$ cat config.mk
export PLATFORM = sky130hd
export DESIGN_NAME = pwm_capture
export DESIGN_NICKNAME = d
export VERILOG_FILES = /design/src/rtl/pwm_pkg.sv /design/src/rtl/pwm_sync_edge.sv /design/src/rtl/pwm_capture.sv
export SDC_FILE = /design/constraint.sdc
export NUM_CORES = 1
export LEC_CHECK = 0
export CORE_AREA = 2 2 95 116
export DETAILED_ROUTE_END_ITERATION = 6
export DIE_AREA = 0 0 97 118
export PLACE_DENSITY_LB_ADDON = 0.05
export SLEW_MARGIN = 15
export SYNTH_ARGS = -nofsm -noshare
export SYNTH_HDL_FRONTEND = slang
export SYNTH_SLANG_ARGS = --single-unit
$ cat constraint.sdc
create_clock -name clk -period 6.21 [get_ports clk]
set_input_delay 0.9315 -clock clk [delete_from_list [all_inputs] [get_ports clk]]
set_output_delay 0.9315 -clock clk [all_outputs]
set_load 0.01 [all_outputs]
$ cat src/rtl/pwm_pkg.sv
// Shared definitions for the PWM capture block and the companion PWM generator.
package pwm_pkg;

  localparam int unsigned CNT_WIDTH_DEFAULT = 32;

  typedef enum logic [1:0] {
    IDLE,
    WAIT_RISE,
    MEAS_HIGH,
    MEAS_LOW
  } pwm_state_t;

endpackage

$ cat src/rtl/pwm_sync_edge.sv
// Synchronizes the asynchronous PWM input and flags its rising/falling edges.
module pwm_sync_edge #(
  parameter int unsigned SYNC_STAGES = 2
) (
  input  logic clk,
  input  logic rst,
  input  logic pwm,
  output logic level,
  output logic rise,
  output logic fall
);

  logic [SYNC_STAGES-1:0] sync;
  logic                   dly;

  always_ff @(posedge clk) begin
    if (rst) begin
      sync <= '0;
      dly  <= 1'b0;
    end else begin
      sync <= {sync[SYNC_STAGES-2:0], pwm};
      dly  <= sync[SYNC_STAGES-1];
    end
  end

  // dly resets low, so a line held high through reset yields one rise on release
  assign level = sync[SYNC_STAGES-1];
  assign rise  = level & ~dly;
  assign fall  = ~level & dly;

endmodule

$ cat src/rtl/pwm_capture.sv
// Measures period and high time of an asynchronous PWM input in clk cycles,
// with a stuck-line timeout and counter-saturation discard.
module pwm_capture
  import pwm_pkg::*;
#(
  parameter int unsigned CNT_WIDTH   = CNT_WIDTH_DEFAULT,
  parameter int unsigned SYNC_STAGES = 2
) (
  input  logic                 clk,
  input  logic                 rst,
  input  logic                 enable_i,
  input  logic                 pwm_i,
  input  logic [CNT_WIDTH-1:0] timeout_i,
  output logic [CNT_WIDTH-1:0] period_o,
  output logic [CNT_WIDTH-1:0] high_o,
  output logic                 valid_o,
  output logic                 stuck_o,
  output logic                 stuck_lvl_o
);

  localparam logic [CNT_WIDTH-1:0] CNT_MAX = '1;

  pwm_state_t           state, state_next;
  logic [CNT_WIDTH-1:0] cnt, cnt_next;
  logic [CNT_WIDTH-1:0] high_q;
  logic                 level, rise, fall;
  logic                 timeout_hit, cnt_sat;
  logic                 cap_high, cap_period, set_stuck, clr_stuck;

  pwm_sync_edge #(
    .SYNC_STAGES(SYNC_STAGES)
  ) u_sync_edge (
    .clk  (clk),
    .rst  (rst),
    .pwm  (pwm_i),
    .level(level),
    .rise (rise),
    .fall (fall)
  );

  assign timeout_hit = (timeout_i != '0) && (cnt == timeout_i);
  assign cnt_sat     = (cnt == CNT_MAX);

  always_ff @(posedge clk) begin
    if (rst) state <= IDLE;
    else     state <= state_next;
  end

  always_comb begin
    state_next = state;
    cap_high   = 1'b0;
    cap_period = 1'b0;
    set_stuck  = 1'b0;
    clr_stuck  = 1'b0;
    if (!enable_i) begin
      state_next = IDLE;
      clr_stuck  = 1'b1;
    end else if (state == IDLE) begin
      state_next = WAIT_RISE;
    end else begin
      // Edges take priority over both timeout and saturation
      if (rise || fall) clr_stuck = 1'b1;
      if (rise) begin
        cap_period = (state == MEAS_LOW);
        state_next = MEAS_HIGH;
      end else if (fall) begin
        if (state == MEAS_HIGH) begin
          cap_high   = 1'b1;
          state_next = MEAS_LOW;
        end
      end else begin
        if (timeout_hit) begin
          set_stuck  = 1'b1;
          state_next = WAIT_RISE;
        end
        if (cnt_sat) state_next = WAIT_RISE;
      end
    end
  end

  always_comb begin
    cnt_next = cnt;
    if (!enable_i || state == IDLE) cnt_next = '0;
    else if (rise)                  cnt_next = CNT_WIDTH'(1);
    else if (!cnt_sat)              cnt_next = cnt + CNT_WIDTH'(1);
  end

  always_ff @(posedge clk) begin
    if (rst) begin
      cnt         <= '0;
      high_q      <= '0;
      period_o    <= '0;
      high_o      <= '0;
      valid_o     <= 1'b0;
      stuck_o     <= 1'b0;
      stuck_lvl_o <= 1'b0;
    end else begin
      cnt     <= cnt_next;
      valid_o <= cap_period;
      if (cap_high) high_q <= cnt;
      if (cap_period) begin
        period_o <= cnt;
        high_o   <= high_q;
      end
      if (set_stuck) begin
        stuck_o     <= 1'b1;
        stuck_lvl_o <= level;
      end else if (clr_stuck) begin
        stuck_o <= 1'b0;
      end
    end
  end

endmodule

; Yosys cells after proc, flatten, opt, wreduce, memory -nomap -nowiden
; Cells that the tools add are included.
[word_totals]
ff_bits = 136
input_bits = 36
wordCells = 66
[op_classes]
add_sub_neg = 1
eq_ne = 7
n_mux = 26
n_bitwise = 5
n_reduce_logical = 15
[op_table]
columns = op, n
row1 = $add 32x1->32 const B, 1
row2 = $eq 32x32->1, 1
row3 = $eq 32x32->1 const B, 1
row4 = $reduce_bool 32->1, 1
row5 = $mux 1, 21
row6 = $mux 2, 5
row7 = $reduce_or 3->1, 2
row8 = $reduce_bool 5->1, 1
row9 = $eq 2x2->1 const B, 2
row10 = $ne 4x2->1 const B, 1
row11 = $reduce_and 2->1, 2
row12 = $reduce_bool 4->1, 1
row13 = $reduce_or 2->1, 2
row14 = $ne 3x2->1 const B, 1
row15 = $not 1->1, 3
row16 = $and 1x1->1, 2
row17 = $logic_not 2->1, 1
row18 = $logic_or 1x1->1, 2
row19 = $ne 2x2->1 const B, 1
row20 = $reduce_bool 2->1, 1
row21 = $logic_and 1x1->1, 1
row22 = $logic_not 1->1, 1

; Depth between registers and ports, before layout
; Gate-level depths: netlist of run 1.
[logic_depth]
ltp_word = 8
depth_mapped = 9
mapped_depth_nobuf = 7

; Modules after synthesis
; From an unflattened synthesis of run 1, not the netlist that was laid out.
[unflattened]
hier_cells = 729
hier_area_um2 = 5785.5
[by_module_without_submodules]
columns = module, n_inst, cells_per_inst, area_each_um2, seq_area_each_um2
row1 = pwm_capture, 1, 721, 5694.2, 2662.6
row2 = pwm_sync_edge, 1, 8, 91.3, 60.1

; Worst setup path before layout of run 1
; No wires, ideal clock.
[synth_path]
kind = input port to flip-flop
startpoint = input timeout_i[0]
endpoint = register stuck_lvl_o
setup_time_ns = 0.121
arrival_ns = 2.384
slack_ns = 3.704
stages = 6
n_path_buf = 0
path_cell_list = xnor2_1 > nand4_1 > nor4_2 > o211ai_1 > or4_4 > mux2_4
[synth_via]
elab_chain_len = 7
elab_cells_between_ends = 8
classes_between = eq/ne (1) / mux (5) / reduce/logical (2)
[synth_lines]
columns = item, line_no
row1 = from (decl), pwm_capture.sv:13  ; input logic [CNT_WIDTH-1:0] timeout_i,
row2 = $eq 32x32->1 / $reduce_bool 32->1 (equally long branches), pwm_capture.sv:41  ; assign timeout_hit = (timeout_i != '0) && (cnt == timeout_i);
row3 = $logic_and 1x1->1 (*), pwm_capture.sv:41
row4 = $mux 1 (*), pwm_capture.sv:72  ; if (timeout_hit) begin
row5 = $mux 1 (*), pwm_capture.sv:66  ; end else if (fall) begin
row6 = $mux 1 (*), pwm_capture.sv:63  ; if (rise) begin
row7 = $mux 1 (*), pwm_capture.sv:58  ; end else if (state == IDLE) begin
row8 = $mux 1 (*), pwm_capture.sv:55  ; if (!enable_i) begin
row9 = to (signal assigned), pwm_capture.sv:107  ; stuck_lvl_o <= level;
row10 = to (decl), pwm_capture.sv:18  ; output logic stuck_lvl_o
; Every way passes the cells marked *; elsewhere a longest branch is shown, timed or not.
; A chain may end at the register's enable or synchronous reset.

; Worst setup path after layout of run 1
[layout_path]
startpoint = input rst
endpoint = register cnt[29]
[layout_via]
elab_chain_len = 1
[layout_lines]
columns = item, line_no
row1 = from (decl), pwm_capture.sv:10  ; input logic rst,
row2 = $reduce_or 3->1 (no source line), --
row3 = to (signal assigned), pwm_capture.sv:98  ; cnt <= cnt_next;
row4 = to (decl), pwm_capture.sv:24  ; logic [CNT_WIDTH-1:0] cnt, cnt_next;
; Every way passes these cells.

==> flow_summary.json, run 1 <==
{
  "status": "finished, final reports clean",
  "crit_path_max_incr_delay_ns": 0.80,
  "critPathLaunch": "rst",
  "drt-wirelength-per-cell_um": 15.94,
  "post-route-util_pct": 70.14,
  "fin_setup_tns_ns": 0,
  "io_pins": 103,
  "core_area_mm2": 0.01031,
  "final_common_cell": "nand2_1",
  "cp_cell_sequence": "buf_2, buf_4, nand2b_1, or3_1, or4_1, nand2_1",
  "grtUsageTotal_pct": 25.89,
  "tightestPinTransition_ns": 1.005,
  "path_buf_inv": 2,
  "fin_skew_ns": 0.005883,
  "vdd_drop_max_uv": 184.4,
  "diodes": 0,
  "cts_tree": "built",
  "syn_area_per_cell_um2": 8.089,
  "ys_ff_latch": 136,
  "htree_num_levels": 4,
  "dp.final_hpwl_mm": 9.893,
  "wl_mm": 14.57,
  "fmax_mhz": 333.4,
  "cts_num_sinks": 136,
  "syn_inst": 701,
  "ys_seq_area_share_pct": 48.01,
  "num_vias": 5054,
  "num_rows": 41,
  "netlist_area_mm2": 0.005670,
  "reg2reg_to": "cnt[19]",
  "crit_type": "in -> reg",
  "synth_top_flop_cell": "dfxtp_1",
  "drcViolationCount": 0,
  "reg2reg_slack_ns": 3.54,
  "overflow": 0,
  "cp.depth": 6,
  "gp_congestion": 0.8988,
  "cp.arrival_ns": 3.36,
  "leakagePower_nw": 2.320,
  "io_buffers": 102,
  "drt_iter0_drc": 320,
  "drive_above_1_share_pct": 6.242,
  "cpMaxStageDelayCell": "or3_1",
  "max-cap-violations": 0,
  "clock_latency_ns": 0.42,
  "start_kind": "input pin",
  "relSlewSlack_pct": 33.00,
  "die_width_um": 97,
  "reg2regPathDepth": 7,
  "drt_pre_antenna_iters": 7,
  "area.growth.synth_to_final_pct": 27.54,
  "cts_hold_buf": 0,
  "ys_types": 43,
  "async_reset_ff_share_pct": 0,
  "required_ns": 6.57,
  "grt_pass1_vias": 4645,
  "p_per_area_mw_per_mm2": 268.0,
  "critPathMaxFanout": 103,
  "final_cells": 914,
  "hold_viol_final": 0,
  "ant_nets": 0,
  "end_kind": "flip-flop",
  "post_cts_resized": 0,
  "report.final.setup_viol": 0,
  "die_area_mm2": 0.01145,
  "grt_antenna_before_repair": 0,
  "final_cell_mix": "nand2_1, dfxtp_1, a21oi_1, clkdlybuf4s50_1, xnor2_1",
  "vias_per_cell": 5.530,
  "timing.hold.worst.class": "reg -> reg",
  "syn-num-nets": 741,
  "synth_edf_count": 0,
  "grt_pass1_wl_mm": 23.74,
  "path_clk_slew_ns": 0.06,
  "p_total_mw": 1.938,
  "die_h_um": 118,
  "drv_slew": 0,
  "crit_family": "simple AND/OR/NAND/NOR gates",
  "yosys_warnings": 0,
  "cts_setup_buffers": 0,
  "whs_ns": 0.4503,
  "nNetsFinal": 812,
  "placed_cells": 882,
  "initial_utilization_pct": 54.99,
  "cts_buffer_depth": 2,
  "fin_crit_ns": 3.000,
  "cts_root_buf": "clkbuf_16",
  "period_share_pct": 48.30,
  "cts_buffers": 17,
  "rsz0062_at_grt": "no",
  "grt_max_degree": 104,
  "regToRegStartpoint": "cnt[0]",
  "endpoint": "cnt[29]"
}
[how the worst min path moves through the flow]
stage / startpoint / to / slack, ns / depth (start not counted)
3_3_place_gp: u_sync_edge.sync[0] / u_sync_edge.sync[1] / 0.43 / 1
3_5_place_dp: period_o[0] / period_o[0] / 0.45 / 2
2_1_floorplan: u_sync_edge.sync[0] / u_sync_edge.sync[1] / 0.41 / 1
5_1_grt: period_o[23] / period_o[23] / 0.47 / 2
6_report: high_o[11] / high_o[11] / 0.45 / 2
4_1_cts: period_o[0] / period_o[0] / 0.45 / 2
[logic make-up (layout without fill, tap and decap cells)]
kind of cell / count (synthesis) / after routing / synth area share [%]
adders and majority gates: 4 / 4 / 0.8826
muxes: 2 / 2 / 0.4412
xor gates and xnor gates: 58 / 58 / 9.091
DFF: 136 / 136 / 48.01
and+or+nand+nor: 323 / 323 / 25.49
AOI/OAI and AO/OA: 119 / 119 / 11.25
buffers and inverters: 59 / 143 / 4.832
[area by class of cell]
class / count / area, um^2
Clock buffer: 17 / 425.4
Clock inverter: 15 / 166.4
Inverter: 4 / 15.01
Tap cell: 129 / 161.4
Multi-Input combinational cell: 506 / 2688
Timing Repair Buffer: 107 / 1054
Sequential cell: 136 / 2723
Fill cell: 867 / 3079
[per-layer routing]
layer	global-route usage (%)	wire, um	up-vias	share of wire [%]
met5	0	0	-	0
met4	9.507	412	0	2.8
met3	7.245	934	35	6.4
met2	41.84	6939	187	48
met1	33.04	6280	2351	43
li1	-	-	2481	-
[worst min-delay path: stages (launching register included)]
cell	delay [ns]
dfxtp_1	0.30
nand2_1	0.05
a21oi_1	0.05
[per-stage QoR]
stage          cell area (um^2)  setup slack, ns
2_1_floorplan              5670            3.704
3_3_place_gp               6640            2.865
3_5_place_dp               6640            2.802
4_1_cts                    7232            3.228
5_1_grt                    7232            2.984
6_report                   7232            3.210
[report_power, final]
group          switching (mW)  internal [mW]  total [mW]
combinational          0.0337         0.0307      0.0644
sequential            0.00221          0.874       0.876
clock                   0.399          0.599       0.997
total                   0.435           1.50        1.94
[synth_stat cells (3+ instances only)]
| cell | count | share of area (%) |
|---|---|---|
| nand2_1 | 208 | 14 |
| o211ai_1 | 3 | 0.40 |
| nor2_1 | 35 | 2.3 |
| buf_6 | 5 | 0.99 |
| ha_1 | 4 | 0.88 |
| a31oi_1 | 5 | 0.55 |
| nand4_1 | 22 | 2.4 |
| xnor2_1 | 37 | 5.7 |
| nor2b_1 | 5 | 0.55 |
| xor2_1 | 20 | 3.1 |
| clkbuf_2 | 3 | 0.26 |
| inv_1 | 4 | 0.26 |
| and2_1 | 3 | 0.33 |
| buf_2 | 9 | 0.79 |
| nand3_1 | 14 | 1.2 |
| nor4_1 | 9 | 0.99 |
| and4_1 | 4 | 0.62 |
| dfxtp_1 | 136 | 48 |
| and3_1 | 7 | 0.77 |
| nor3_1 | 3 | 0.26 |
| a21oi_1 | 101 | 8.9 |
| clkbuf_1 | 37 | 2.4 |
[flip-flops by register name (all words and copies together), names as in the netlist]
name	cells
high_q	32
u_sync_edge.sync	2
valid_o	1
cnt	32
stuck_o	1
state	2
high_o	32
u_sync_edge.dly	1
period_o	32
stuck_lvl_o	1
Note: power is estimated with default switching activity, not from simulation.
==> inputs of run 2 (changes only) <==
- CORE_AREA: 2 2 95 116 -> 2 2 104 126
- DIE_AREA: 0 0 97 118 -> 0 0 106 128
- clock period: 6.21 -> 2.5 ns (I/O delays scaled with it)
==> run 2 against run 1 <==
  * Combinational power rose to 2.6 times the previous value
  * Clock power up 130%
  * Clock skew up 0.0054 ns
  * First-iteration DRC count down 22%
  * Register-to-register slack worse by 3.3 ns
  * Global-route usage down 2.5 points
  * Routed wire length up 6.7%
  * Largest cell class unchanged
==> flow_summary.json, run 2 (same netlist as run 1, synthesis figures left out) <==
{
  "status": "finished, final reports clean",
  "crit_family": "simple AND/OR/NAND/NOR gates",
  "clock_latency_ns": 0.42,
  "grt_pass1_vias": 4817,
  "io_pins": 103,
  "drive_above_1_share_pct": 8.561,
  "rsz0062_at_grt": "no",
  "period_share_pct": 89.86,
  "dpl_worst_slack_ns": -0.1046,
  "max-cap-violations": 0,
  "p_sw_share_pct": 22.58,
  "io_buffers": 102,
  "p_sw_mw": 1.055,
  "setup_ws_ns": 0.2536,
  "crit_type": "reg -> reg",
  "cpMaxStageDelayCell": "or4_4",
  "report.final.setup_viol": 0,
  "post-route-util_pct": 59.85,
  "die_area_mm2": 0.01357,
  "nNetsFinal": 833,
  "cts_setup_buffers": 0,
  "initial_utilization_pct": 45.57,
  "cts_buffer_depth": 2,
  "path_clk_slew_ns": 0.06,
  "cts_buffers": 17,
  "htree_num_levels": 4,
  "cts_root_buf": "clkbuf_16",
  "leakagePower_nw": 2.410,
  "post_cts_resized": 0,
  "p_total_mw": 4.672,
  "dp.final_hpwl_mm": 10.91,
  "p_int_mw": 3.617,
  "gp_congestion": 0.9116,
  "hold_viol_final": 0,
  "grtUsageTotal_pct": 23.41,
  "relSlewSlack_pct": 31.36,
  "diodes": 0,
  "drcViolationCount": 0,
  "ant_nets": 0,
  "num_rows": 45,
  "critPathMaxFanout": 6,
  "cts_hold_buf": 0,
  "grt_max_degree": 103,
  "whs_ns": 0.4497,
  "timing.hold.worst.class": "reg -> reg",
  "wl_mm": 15.55,
  "fin_crit_ns": 2.246,
  "drv_slew": 0,
  "final_cells": 970,
  "drt_iter0_drc": 249,
  "overflow": 0,
  "area.growth.synth_to_final_pct": 31.33,
  "path_buf_inv": 0,
  "crit_path_max_incr_delay_ns": 0.52,
  "comb_power_share_pct": 3.6,
  "cp_cell_sequence": "xnor2_1, nand4_1, nor4_2, o211ai_1, or4_4, mux2_4",
  "grt_pass1_wl_mm": 24.61,
  "num_vias": 5101,
  "required_ns": 2.81,
  "n_fill_cell": 1131,
  "die_h_um": 128,
  "start_kind": "flip-flop",
  "final_common_cell": "nand2_1",
  "vias_per_cell": 5.259,
  "drt-wirelength-per-cell_um": 16.03,
  "core_area_mm2": 0.01244,
  "cts_num_sinks": 136,
  "tightestPinTransition_ns": 1.030,
  "placed_cells": 938,
  "seqPwrFrac_pct": 46.6,
  "end_kind": "flip-flop",
  "cp.arrival_ns": 2.56,
  "drt_pre_antenna_iters": 5,
  "cts_tree": "built",
  "final_cell_mix": "nand2_1, dfxtp_1, a21oi_1, clkdlybuf4s50_1, xnor2_1",
  "fin_skew_ns": 0.01126,
  "grt_antenna_before_repair": 0,
  "die_width_um": 106,
  "p_clk_share_pct": 49.8,
  "fmax_mhz": 445.2,
  "vdd_drop_max_uv": 411.9,
  "p_per_area_mw_per_mm2": 627.3
}
[run 2: cell types whose count changed in the layout (fill, tap and decap cells not counted), sizes merged]
cell      change
buf          +21
inv           -4
bufinv        -1
clkinv        -1
clkbuf        +1
clkinvlp      +5
[run 2: stage by stage]
| step | TNS (ns) | area (um^2) |
|---|---|---|
| 2_1_floorplan | 0 | 5670 |
| 3_3_place_gp | -0.06846 | 6892 |
| 3_5_place_dp | -0.1046 | 6892 |
| 4_1_cts | 0 | 7447 |
| 5_1_grt | 0 | 7447 |
| 6_report | 0 | 7447 |
[run 2: worst register-to-register path, delay by kind of cell (launching register included)]
kind                      cells  cell delay (ns)
AOI/OAI and AO/OA             1             0.16
xor gates and xnor gates      1             0.22
DFF                           1             0.51
muxes                         1             0.31
and+or+nand+nor               3             0.95
[run 2: metal layers]
layer	vias up	part of all wire (%)	wire [um]	global-route usage [%]
met5	-	0	0	0
met4	0	1.9	295	8.824
met3	19	5.1	790	5.338
met2	146	47	7351	37.95
met1	2423	46	7111	30.55
li1	2513	-	-	-
[run 2: power by group through the flow]
| stage | logic, mW | clock network (mW) | registers, mW |
|---|---|---|---|
| 5_1_grt | 0.177 | 2.48 | 2.18 |
| 6_report | 0.167 | 2.33 | 2.18 |
| 3_3_place_gp | 0.164 | 0 | 2.22 |
| 4_1_cts | 0.166 | 2.37 | 2.18 |
| 3_5_place_dp | 0.165 | 0 | 2.22 |
| 2_1_floorplan | 0.0687 | 0 | 2.22 |
[run 2: final cells by class]
cell class | instances | area, um^2 | area share, %
Sequential cell | 136 | 2723 | 36.56
Multi-Input combinational cell | 506 | 2688 | 36.09
Timing Repair Buffer | 128 | 1261 | 16.94
Clock buffer | 18 | 429.2 | 5.763
Tap cell | 164 | 205.2 | 2.755
Clock inverter | 14 | 126.4 | 1.697
Inverter | 4 | 15.01 | 0.2016
[run 2: final timing paths]
kind                             startpoint     endpoint  slack, ns  cells past startpoint
worst max-delay path                cnt[10]  stuck_lvl_o       0.25                      6
worst min-delay path            period_o[5]  period_o[5]       0.45                      2
worst max register to register      cnt[10]  stuck_lvl_o       0.25                      6
worst min register to register  period_o[5]  period_o[5]       0.45                      2
==> inputs of run 3 (changes only) <==
- ABC_AREA: default -> 1
- CORE_AREA: 2 2 104 126 -> 2 2 102 124
- DIE_AREA: 0 0 106 128 -> 0 0 104 126
- clock period: 2.5 -> 2.2 ns (I/O delays scaled with it)
==> run 3 against run 2 <==
  * Register-to-register slack improved by 0.04 ns
  * Area after synthesis increased by 9.4%
  * Synthesized cell count increased by 23%
  * Critical path type unchanged
==> flow_summary.json, run 3 <==
{
  "p_clk_share_pct": 50.7,
  "gp_congestion": 0.9603,
  "period_share_pct": 86.83,
  "leakagePower_nw": 3.454,
  "grt_pass1_wl_mm": 28.87,
  "cts_buffer_depth": 2,
  "fin_skew_ns": 0.01064,
  "cts_buffers": 17,
  "yosysTopAreaCell": "dfxtp_1",
  "syn_area_per_cell_um2": 7.222,
  "fmax_mhz": 523.5,
  "core_area_mm2": 0.01189,
  "drt_pre_antenna_iters": 5,
  "syn-num-nets": 899,
  "overflow": 0,
  "cts_num_sinks": 136,
  "nNetsFinal": 1010,
  "vias_per_cell": 5.345,
  "initial_utilization_pct": 52.17,
  "routed-wl-met2_mm": 8.653,
  "wl_met1_mm": 7.787,
  "end_kind": "flip-flop",
  "synth_common_cells": "nor2_1, dfxtp_1, nand2_1",
  "final_area_mm2": 0.008085,
  "p_sw_mw": 1.294,
  "timing.hold.worst.class": "reg -> reg",
  "post_cts_resized": 0,
  "synth_area_leaders": "dfxtp_1, nor2_1, o21ai_0, nand2_1, a21oi_1",
  "cts_setup_buffers": 0,
  "ys_types": 38,
  "cts_root_buf": "clkbuf_16",
  "die_width_um": 104,
  "critPathMaxFanout": 6,
  "top_layer_used": "met4",
  "grt_max_degree": 87,
  "drcViolationCount": 0,
  "final_common_cell": "nor2_1",
  "vdd_drop_max_uv": 442.3,
  "drv_slew": 0,
  "synth_edf_count": 0,
  "grt_antenna_before_repair": 0,
  "drive_above_1_share_pct": 9.766,
  "syn_inst": 859,
  "wl_mm": 18.20,
  "cp.arrival_ns": 2.23,
  "ys_ff_latch": 136,
  "synth_top_area_share_pct": 43.89,
  "drt-wirelength-per-cell_um": 15.91,
  "report.final.setup_viol": 0,
  "synth.most_common_cell": "nor2_1",
  "routed-wl-met3_mm": 1.116,
  "p_int_mw": 4.188,
  "num_rows": 44,
  "max-cap-violations": 0,
  "ant_nets": 0,
  "comb_power_share_pct": 4.2,
  "synth_top_flop_cell": "dfxtp_1",
  "p_per_area_mw_per_mm2": 678.1,
  "ys_seq_area_share_pct": 43.89,
  "rsz0062_at_grt": "no",
  "cts_tree": "built",
  "die_area_mm2": 0.01310,
  "seqPwrFrac_pct": 45.1,
  "hold_viol_final": 0,
  "clock_latency_ns": 0.42,
  "num_vias": 6115,
  "placed_area_mm2": 0.007511,
  "grt_pass1_vias": 5789,
  "path_clk_slew_ns": 0.07,
  "io_pins": 103,
  "p_sw_share_pct": 23.61,
  "drt_iter0_drc": 448,
  "crit_type": "reg -> reg",
  "status": "finished, final reports clean",
  "netlist_area_mm2": 0.006203,
  "fin_crit_ns": 1.910,
  "dp.final_hpwl_mm": 13.70,
  "post-route-util_pct": 67.99,
  "yosys_warnings": 0,
  "diodes": 0,
  "io_buffers": 102,
  "async_reset_ff_share_pct": 0,
  "fin_setup_tns_ns": 0,
  "htree_num_levels": 4,
  "area.growth.synth_to_final_pct": 30.33,
  "p_total_mw": 5.483,
  "required_ns": 2.52,
  "grtUsageTotal_pct": 27.80,
  "start_kind": "flip-flop",
  "relSlewSlack_pct": 64.37,
  "die_h_um": 126,
  "tightestPinTransition_ns": 0.5304,
  "final_cell_mix": "nor2_1, dfxtp_1, nand2_1",
  "n_fill_cell": 1059,
  "cts_hold_buf": 0
}
run 3: cell types whose count changed after synthesis, moves of 13 or more:
| cell | change |
|---|---|
| inv_1 | +73 |
| nor2_1 | +129 |
| clkbuf_1 | -15 |
| xnor2_1 | -13 |
| o21ai_0 | +107 |
| a21oi_1 | -41 |
| nand2_1 | -82 |
run 3: path summary, 6_finish.rpt:
check,from,endpoint,slack (ns),cells past startpoint
max,cnt[15],cnt[28],0.29,8
min,u_sync_edge.sync[0],u_sync_edge.sync[1],0.41,2
max reg2reg,cnt[15],cnt[28],0.29,8
min reg2reg,u_sync_edge.sync[0],u_sync_edge.sync[1],0.41,2
run 3: routing by layer:
layer  track usage [%]  up-vias
met1             34.38     2851
li1                  -     2987
met5                 0        -
met4             12.32        0
met2             46.94      231
met3             5.694       46
run 3: cell families after synthesis:
logic type | Yosys count | synth area share (%)
buffers and inverters | 125 | 8.047
DFF | 136 | 43.89
AOI/OAI and AO/OA | 183 | 14.97
and+or+nand+nor | 372 | 26.78
adders and majority gates | 4 | 0.8068
xor gates and xnor gates | 39 | 5.506
run 3: area by class of cell:
type,instances,area [um^2],share of cell area (%)
Inverter,88,331.6,4.101
Tap cell,161,201.4,2.491
Clock inverter,14,135.1,1.671
Timing Repair Buffer,129,1274,15.75
Sequential cell,136,2723,33.67
Multi-Input combinational cell,598,2982,36.88
Clock buffer,18,439.2,5.432
run 3: power by group through the flow:
| stage | combinational [mW] | sequential [mW] | clock [mW] |
|---|---|---|---|
| after floorplan | 0.106 | 2.52 | 0 |
| after global placement | 0.228 | 2.52 | 0 |
| after detailed placement | 0.231 | 2.52 | 0 |
| after CTS | 0.232 | 2.47 | 2.81 |
| after global routing | 0.255 | 2.47 | 2.90 |
| final | 0.232 | 2.47 | 2.78 |
run 3: worst max-delay path: stages (launching register included):
cell and delay, ns:
dfxtp_1 0.41, inv_2 0.12, nor3_4 0.25, nand2_1 0.13, nor3_1 0.29, nand3b_1 0.21
xor2_1 0.19, o21ai_1 0.14, inv_1 0.06
run 3: metrics by stage:
stage	hold WS, ns	std cells	worst slack [ns]
global placement	0.3979	1112	0.1361
detailed placement	0.4046	1112	0.1292
global route	0.4352	1144	0.1541
floorplan	0.3883	859	0.5341
CTS	0.4185	1144	0.2950
finish	0.4131	1144	0.2898
